<file path="src/rtl/md_unit.sv">
// Iterative RV32M multiply/divide unit.
// One shift-add (multiply) or restoring-subtract (divide) step per cycle on
// operand magnitudes; the sign fixup is folded into the final step so every
// operation, including the divide special cases, has the same latency.
module md_unit #(
    parameter int WIDTH = 32
) (
    input  logic             clk,
    input  logic             reset,
    input  logic             MDStart,
    input  logic             MDFlush,
    input  logic [2:0]       funct3,
    input  logic [WIDTH-1:0] SrcA,
    input  logic [WIDTH-1:0] SrcB,
    output logic [WIDTH-1:0] MDResult,
    output logic             MDDone,
    output logic             MDStall
);

    localparam int               CNT_W     = (WIDTH > 1) ? $clog2(WIDTH) : 1;
    localparam logic [CNT_W-1:0] LAST_STEP = CNT_W'(WIDTH - 1);

    typedef enum logic [1:0] {IDLE, BUSY, DONE} state_t;

    state_t             state_q, state_d;
    logic [CNT_W-1:0]   cnt_q, cnt_d;
    logic [WIDTH-1:0]   result_q, result_d;

    // Operation flags latched at acceptance
    logic               is_div_q, is_div_d;
    logic               hi_sel_q, hi_sel_d;   // mul: high half; div: remainder
    logic               neg_q, neg_d;         // negate the selected result

    // Iteration registers: mul {hi,lo} = partial product / multiplier,
    // div hi = partial remainder, lo = dividend shifting into quotient
    logic [WIDTH-1:0]   opnd_q, opnd_d;
    logic [WIDTH-1:0]   hi_q, hi_d;
    logic [WIDTH-1:0]   lo_q, lo_d;

    // Operand decode
    logic               a_signed, b_signed;
    logic               sign_a, sign_b;
    logic signed [WIDTH-1:0] src_a_s, src_b_s;
    logic [WIDTH-1:0]   mag_a, mag_b;
    logic               dec_neg, dec_hi_sel;

    // Step datapath
    logic [WIDTH:0]     mul_sum;
    logic [WIDTH:0]     div_shift, div_diff;
    logic [WIDTH-1:0]   step_hi, step_lo;
    logic [2*WIDTH-1:0] prod_fix;
    logic [WIDTH-1:0]   quo_fix, rem_fix, final_res;

    function automatic logic [WIDTH-1:0] apply_sign(input logic [WIDTH-1:0] v,
                                                    input logic is_neg);
        return is_neg ? -v : v;
    endfunction

    function automatic logic [2*WIDTH-1:0] apply_sign_wide(input logic [2*WIDTH-1:0] v,
                                                           input logic is_neg);
        return is_neg ? -v : v;
    endfunction

    // Decode operand signedness and take magnitudes for the unsigned core
    always_comb begin
        src_a_s    = SrcA;
        src_b_s    = SrcB;
        a_signed   = (funct3 == 3'b001) || (funct3 == 3'b010) || (funct3[2] && !funct3[0]);
        b_signed   = (funct3 == 3'b001) || (funct3[2] && !funct3[0]);
        sign_a     = a_signed && (src_a_s < 0);
        sign_b     = b_signed && (src_b_s < 0);
        mag_a      = apply_sign(SrcA, sign_a);
        mag_b      = apply_sign(SrcB, sign_b);
        dec_hi_sel = funct3[2] ? funct3[1] : (funct3[1:0] != 2'b00);
        // Remainder follows the dividend; a zero divisor keeps the
        // all-ones quotient unsigned-looking regardless of sign
        if (funct3[2]) begin
            dec_neg = funct3[1] ? sign_a : ((sign_a ^ sign_b) && (SrcB != '0));
        end else begin
            dec_neg = sign_a ^ sign_b;
        end
    end

    // One iteration step plus the sign fixup of its outcome
    always_comb begin
        mul_sum   = {1'b0, hi_q} + (lo_q[0] ? {1'b0, opnd_q} : '0);
        div_shift = {hi_q, lo_q[WIDTH-1]};
        div_diff  = div_shift - {1'b0, opnd_q};
        if (is_div_q) begin
            step_hi = div_diff[WIDTH] ? div_shift[WIDTH-1:0] : div_diff[WIDTH-1:0];
            step_lo = {lo_q[WIDTH-2:0], ~div_diff[WIDTH]};
        end else begin
            step_hi = mul_sum[WIDTH:1];
            step_lo = {mul_sum[0], lo_q[WIDTH-1:1]};
        end
        prod_fix = apply_sign_wide({step_hi, step_lo}, neg_q);
        quo_fix  = apply_sign(step_lo, neg_q);
        rem_fix  = apply_sign(step_hi, neg_q);
        if (is_div_q) begin
            final_res = hi_sel_q ? rem_fix : quo_fix;
        end else begin
            final_res = hi_sel_q ? prod_fix[2*WIDTH-1:WIDTH] : prod_fix[WIDTH-1:0];
        end
    end

    // FSM next state and register updates; flush dominates everything
    always_comb begin
        state_d  = state_q;
        cnt_d    = cnt_q;
        result_d = result_q;
        is_div_d = is_div_q;
        hi_sel_d = hi_sel_q;
        neg_d    = neg_q;
        opnd_d   = opnd_q;
        hi_d     = hi_q;
        lo_d     = lo_q;
        if (MDFlush) begin
            state_d = IDLE;
            cnt_d   = '0;
        end else begin
            case (state_q)
                IDLE: begin
                    if (MDStart) begin
                        state_d  = BUSY;
                        cnt_d    = '0;
                        is_div_d = funct3[2];
                        hi_sel_d = dec_hi_sel;
                        neg_d    = dec_neg;
                        hi_d     = '0;
                        if (funct3[2]) begin
                            lo_d   = mag_a;
                            opnd_d = mag_b;
                        end else begin
                            lo_d   = mag_b;
                            opnd_d = mag_a;
                        end
                    end
                end
                BUSY: begin
                    hi_d  = step_hi;
                    lo_d  = step_lo;
                    cnt_d = cnt_q + CNT_W'(1);
                    if (cnt_q == LAST_STEP) begin
                        state_d  = DONE;
                        cnt_d    = '0;
                        result_d = final_res;
                    end
                end
                DONE:    state_d = IDLE;
                default: state_d = IDLE;
            endcase
        end
    end

    // Control state and the visible result, cleared by reset
    always_ff @(posedge clk or posedge reset) begin
        if (reset) begin
            state_q  <= IDLE;
            cnt_q    <= '0;
            result_q <= '0;
        end else begin
            state_q  <= state_d;
            cnt_q    <= cnt_d;
            result_q <= result_d;
        end
    end

    // Datapath registers; always reloaded before use, so no reset
    always_ff @(posedge clk) begin
        is_div_q <= is_div_d;
        hi_sel_q <= hi_sel_d;
        neg_q    <= neg_d;
        opnd_q   <= opnd_d;
        hi_q     <= hi_d;
        lo_q     <= lo_d;
    end

    assign MDResult = result_q;
    assign MDDone   = (state_q == DONE);
    assign MDStall  = MDStart & ~MDFlush & (state_q != DONE);

endmodule

</file>
<file path="config.mk">
export PLATFORM = sky130hd
export DESIGN_NAME = md_unit
export DESIGN_NICKNAME = d
export VERILOG_FILES = /design/src/rtl/md_unit.sv
export SDC_FILE = /design/constraint.sdc
export NUM_CORES = 1
export LEC_CHECK = 0
export ABC_AREA = 1
export BUFFER_PORTS_ARGS = -buffer_cell sky130_fd_sc_hd__buf_2
export CAP_MARGIN = 30
export CORE_AREA = 10 10 192 194
export CTS_BUF_LIST = sky130_fd_sc_hd__clkbuf_4 sky130_fd_sc_hd__clkbuf_8
export DETAILED_ROUTE_END_ITERATION = 8
export DIE_AREA = 0 0 202 204
export GPL_TIMING_DRIVEN = 0
export PLACE_DENSITY = 0.67
export SYNTH_ARGS = -nofsm -noshare
export SYNTH_HDL_FRONTEND = slang
export SYNTH_SLANG_ARGS = --single-unit
export TNS_END_PERCENT = 5
</file>
<file path="constraint.sdc">
create_clock -name clk -period 10 [get_ports clk]
set_input_delay 0.5 -clock clk [delete_from_list [all_inputs] [get_ports clk]]
set_output_delay 0.5 -clock clk [all_outputs]
set_load 0.01 [all_outputs]
</file>
Yosys cells after proc, flatten, opt, wreduce, memory -nomap -nowiden --
Cells that the tools add are included. Widths: inputs -> output; s select.
Operators by class: add/subtract/negate cells 8, $lt $le $gt $ge 2, eq/ne operators 9, mux-type cells 29, bitwise operators 5, reduce and logical (&&, ||, !) cells 18
Operator list (count):
- $mux 32 | 15
- $neg 32->32 | 4
- $pmux 32 s2 | 2
- $lt 32x1->1 const B | 2
- $mux 64 | 1
- $neg 64->64 | 1
- $add 32x32->33 | 1
- $sub 33x32->33 | 1
- $reduce_bool 32->1 | 1
- $mux 5 | 3
- $pmux 5 s2 | 1
- $reduce_and 3->1 | 3
- $mux 2 | 3
- $ne 3x3->1 const B | 2
- $add 5x1->5 const B | 1
- $eq 5x5->1 const B | 1
- $logic_and 1x1->1 | 4
- $ne 2x2->1 const B | 2
- $pmux 2 s2 | 1
- $reduce_and 2->1 | 2
- $reduce_bool 2->1 | 2
- $eq 3x1->1 const B | 1
- $eq 3x2->1 const B | 1
- $logic_or 1x1->1 | 3
- 9 further kinds | 13
Word-level totals: bits in registers 138, bits of input ports 71, output and inout port bits 34, logic and storage cells 80

Depth between registers and ports, before layout --
depth in word-level cells 8, depth in mapped cells 36

Worst setup path after synthesis --
No wires, ideal clock.
path type flip-flop to flip-flop, from reg opnd_q[0], to reg result_q[30] (netlist: MDResult[30]), data arrival time 3.984 ns, required time 9.887 ns, path slack 5.903 ns, stages on the path, launching flop included 34, path buffers 0, cells stage by stage edfxtp_1 ha_1 fa_1 inv_1 nand2_1 nand2_1 nand3_1 nand2_2 nand2_1 nand2_2 nand2_4 nand3_4 nand2_8 nand2_2 nand2_1 inv_1 ha_1 inv_1 nor3_1 nand2_1 nor3_4 nand3_1 nor2_1 inv_1 nor2_1 nand2_1 nand2_2 inv_2 nor2_1 nand3_1 nand3_1 nand3_1 nand2_1 inv_1
On the way: word-level cells in the longest chain between the ends 7, elaborated cells on any way between the ends 16, classes of those cells add/sub: 5; mux: 10; bitwise: 1
Ends and longest elaborated chain:
- from (decl) | line 36 | logic [WIDTH-1:0] opnd_q, opnd_d;
- from (signal assigned) | line 173 | opnd_q <= opnd_d;
- $sub 33x32->33 / $mux 32 (equally long branches) | line 88, 86
- $mux 32, or another cell as far along | line 90 | step_hi = div_diff[WIDTH] ? div_shift[WIDTH-1:0] : div_diff[WIDTH-1:0];
- $mux 32 | line 89 | if (is_div_q) begin
- $neg 64->64 / $neg 32->32 (equally long branches) | line 61, 56
- $mux 64 / $mux 32 (equally long branches) | line 61, 56
- $mux 32, on equally long branches | line 102, 100
- $mux 32 * | line 99 | if (is_div_q) begin
- to (signal assigned) | line 164 | result_q <= result_d;
- to (decl) | line 27 | logic [WIDTH-1:0] result_q, result_d;
Mark *: on every way between the ends. The rest lies on a longest branch, timed or not. A chain may end at the register's enable or synchronous reset.

Worst setup path in the final report --
Ends and elaborated chain as after synthesis.

==> key figures <==
Run status
  • Status: finished, final reports clean

Hold path
  • HP Class: in -> async

STA
  • Tmin final: 5.680 ns
  • Peak Freq: 176.0 MHz
  • Slew HR: 37.42%
  • Tcrit/Tclk final: 56.80%
  • Clock skew: 0.02490 ns
  • Worst Tran Pin Value: 0.9288 ns
  • Final Slew Violations: 0
  • Setup TNS: 0 ns
  • Setup violations, final: 0
  • RSZ-0062 raised after global routing: false
  • Final hold vios: 0

Power
  • Pwr per Cell Area: 121.0 nW/µm²
  • Peak supply drop: 0.0001141 V
  • Static leakage: 8.947 nW

Clock network
  • Worst-path clk slew: 0.09 ns
  • Root buffer cell: clkbuf_8
  • CTS Buffer Depth: 2
  • Postcts setup bufs: 0
  • TritonCTS clock tree: yes
  • H-Tree Depth: 4
  • Post_cts resized: 0
  • Clk Latency, worst-skew pair: 0.51 ns
  • # hold bufs at CTS: 0
  • CTS Buf Count: 17
  • # clock sinks: 138

Placed design
  • HPWL Detailed: 55100 µm
  • RePlAce Congestion: 1.090
  • IO buf count: 104
  • Dpl cells: 3287
  • Total placed instance area: 17500 µm²

Die
  • IO Pins: 105
  • Die height: 204 µm
  • Starting Density: 49.25%
  • Area of the die: 41210 µm²
  • Std-Cell Rows: 67
  • Core box area: 33110 µm²
  • Die W: 202 µm

Synth
  • Flop and latch count out of synthesis: 138
  • Ys flop type: edfxtp_1
  • Synth Cell Area: 16310 µm²
  • Top area cells in the synthesized netlist: nand2_1 (19%), edfxtp_1 (18%), inv_1 (9.0%)
  • Seq/Total Area, Yosys: 24.22%
  • Synth async-reset ratio: 28.26%
  • Syn Nets: 2874
  • Synth area leader: nand2_1
  • Post-synth EDFFs: 99
  • Cells after synthesis: 2731
  • Area share of the largest cell type after synthesis: 18.60%
  • Synth cell types: 54
  • Warnings from Yosys: 0
  • Mapped Avg Cell Area: 5.971 µm²

Critical path
  • Arr. time, crit path: 6.08 ns
  • Setup crit start kind: flop
  • CP endpoint kind: flop
  • Critical Path RT: 10.40 ns
  • Crit-path max FO: 10
  • Critical path's most frequent cell: nand2_1
  • Critical path class: reg -> reg
  • Buf/Inv on CP: 6
  • Flop-to-flop setup slack: 4.32 ns
  • Peak per-stage delay on the critical path: 0.43 ns
  • CP max-delay cell: edfxtp_1
  • Top delay family on crit path: simple AND/OR/NAND/NOR gates

Global route
  • Largest net degree at the start of global routing: 35
  • Initial antenna violation count: 0
  • Overflow after GRT: 0
  • Overall routing resource usage: 31.26%
  • Global-route wire length before repair: 98980 µm
  • Vias in the first global route: 17422

Layout
  • Ant diodes: 0
  • Final instance count without filler cells: 3319
  • # fillers: 3490
  • Area Growth Syn to Fin: 9.422%
  • Commonest non-fill, non-tap cell in the layout: nand2_1
  • Fraction of layout cells with a size suffix above 1: 8.394%
  • Most frequent cells in the layout: nand2_1 (808), inv_1 (389), nor2_1 (351)
  • Final instance area: 17840 µm²
  • Nets@finish: 3001

Drt
  • Post-route antenna net violation count: 0
  • WL final: 66090 µm
  • TritonRoute pass-1 iters: 8
  • Routed via count: 18728
  • Drc violations: 0
  • Drt first-iter violations: 2152
  • Vias per cell: 5.643
  • WL/cell: 19.91 µm

Job
  • Max-Cap Viols: 0
-- stage by stage --
stage	worst slack (ns)	util (%)	power, mW	hold WS [ns]
after floorplan	5.903	-	1.383	0.4854
after global placement	4.556	52.51	1.690	0.4612
after detailed placement	4.492	52.84	1.708	0.4721
after CTS	4.463	53.89	2.137	0.07718
after global routing	4.015	53.89	2.291	0.1201
final	4.320	53.89	2.158	0.07522
-- cells in the mapped netlist (2+ instances only) --
cell type and count:
nand2_1 808, inv_1 389, nor2_1 353, nand3_1 225, o21ai_0 171, a21oi_1 121
edfxtp_1 99, ha_1 70, clkbuf_1 52, xor2_1 48, nor3_1 41, dfrtp_1 39
xnor2_1 34, nand4_1 26, or2_2 25, nand2_2 24, nand3b_1 23, o211ai_1 19
a31oi_1 18, o21bai_1 14, buf_1 13, o22ai_1 12, nor2_2 11, o21ai_1 9
nor4_1 8, a21o_1 7, buf_2 7, inv_2 7, o21ai_2 7, o21a_1 6
nand3_2 5, clkinv_1 4, nand2_4 4, or2_0 4, and2_1 3, a32o_1 2
and3_1 2, buf_8 2, fa_1 2, o31ai_1 2, o41ai_1 2
-- layer usage --
metal	track usage [%]	routed length [µm]	share of wire, %
met2	51.53	30220	46
met4	15.28	3258	4.9
met5	0	0	0
met1	38.70	26920	41
met3	5.785	5688	8.6
-- path summary, 6_finish.rpt --
| kind | from | endpoint | depth (start not counted) |
|---|---|---|---|
| setup / recovery | opnd_q[0] | MDResult[30] | 33 |
| hold / removal | reset | state_q[1] | 2 |
| setup reg to reg | opnd_q[0] | MDResult[30] | 33 |
| hold reg to reg | MDResult[0] | MDResult[0] | 2 |
| max in group asynchronous | reset | MDResult[31] | 3 |
| min in group clk | funct3[2] | is_div_q | 1 |
-- report_power, final --
part | internal, mW | switching [mW] | leakage [nW]
registers | 0.673 | 0.0400 | 1.42
logic | 0.303 | 0.708 | 7.36
clock network | 0.178 | 0.256 | 0.163
total | 1.15 | 1.00 | 8.95
-- area by class of cell --
| class | instances | area [µm²] | area share (%) |
|---|---|---|---|
| plain buffers | 76 | 327.8 | 1.837 |
| repair buffers | 108 | 615.6 | 3.450 |
| clock buffers | 19 | 249.0 | 1.395 |
| multi-input cells | 2117 | 10540 | 59.09 |
| flip-flops and latches | 138 | 3949 | 22.13 |
| inverters | 400 | 1501 | 8.415 |
| well taps | 448 | 560.5 | 3.141 |
| clock inverters | 13 | 96.34 | 0.5399 |
-- flip-flops by register name, summed over array words and instances (netlist names) --
register	flops
lo_q	32
hi_sel_q	1
cnt_q	5
state_q	2
opnd_q	32
neg_q	1
MDResult	32
hi_q	32
is_div_q	1
-- cells by family (layout without fill, tap and decap cells) --
family / count (synthesis) / in the layout / synth area share, %
simple gates: 1569 / 1569 / 41.03
buf+inv: 476 / 616 / 11.22
compound gates: 394 / 394 / 13.51
flops: 138 / 138 / 24.22
xor+xnor: 82 / 82 / 4.404
fa+ha+maj: 72 / 72 / 5.617
Note: power is estimated with default switching activity, not from simulation.
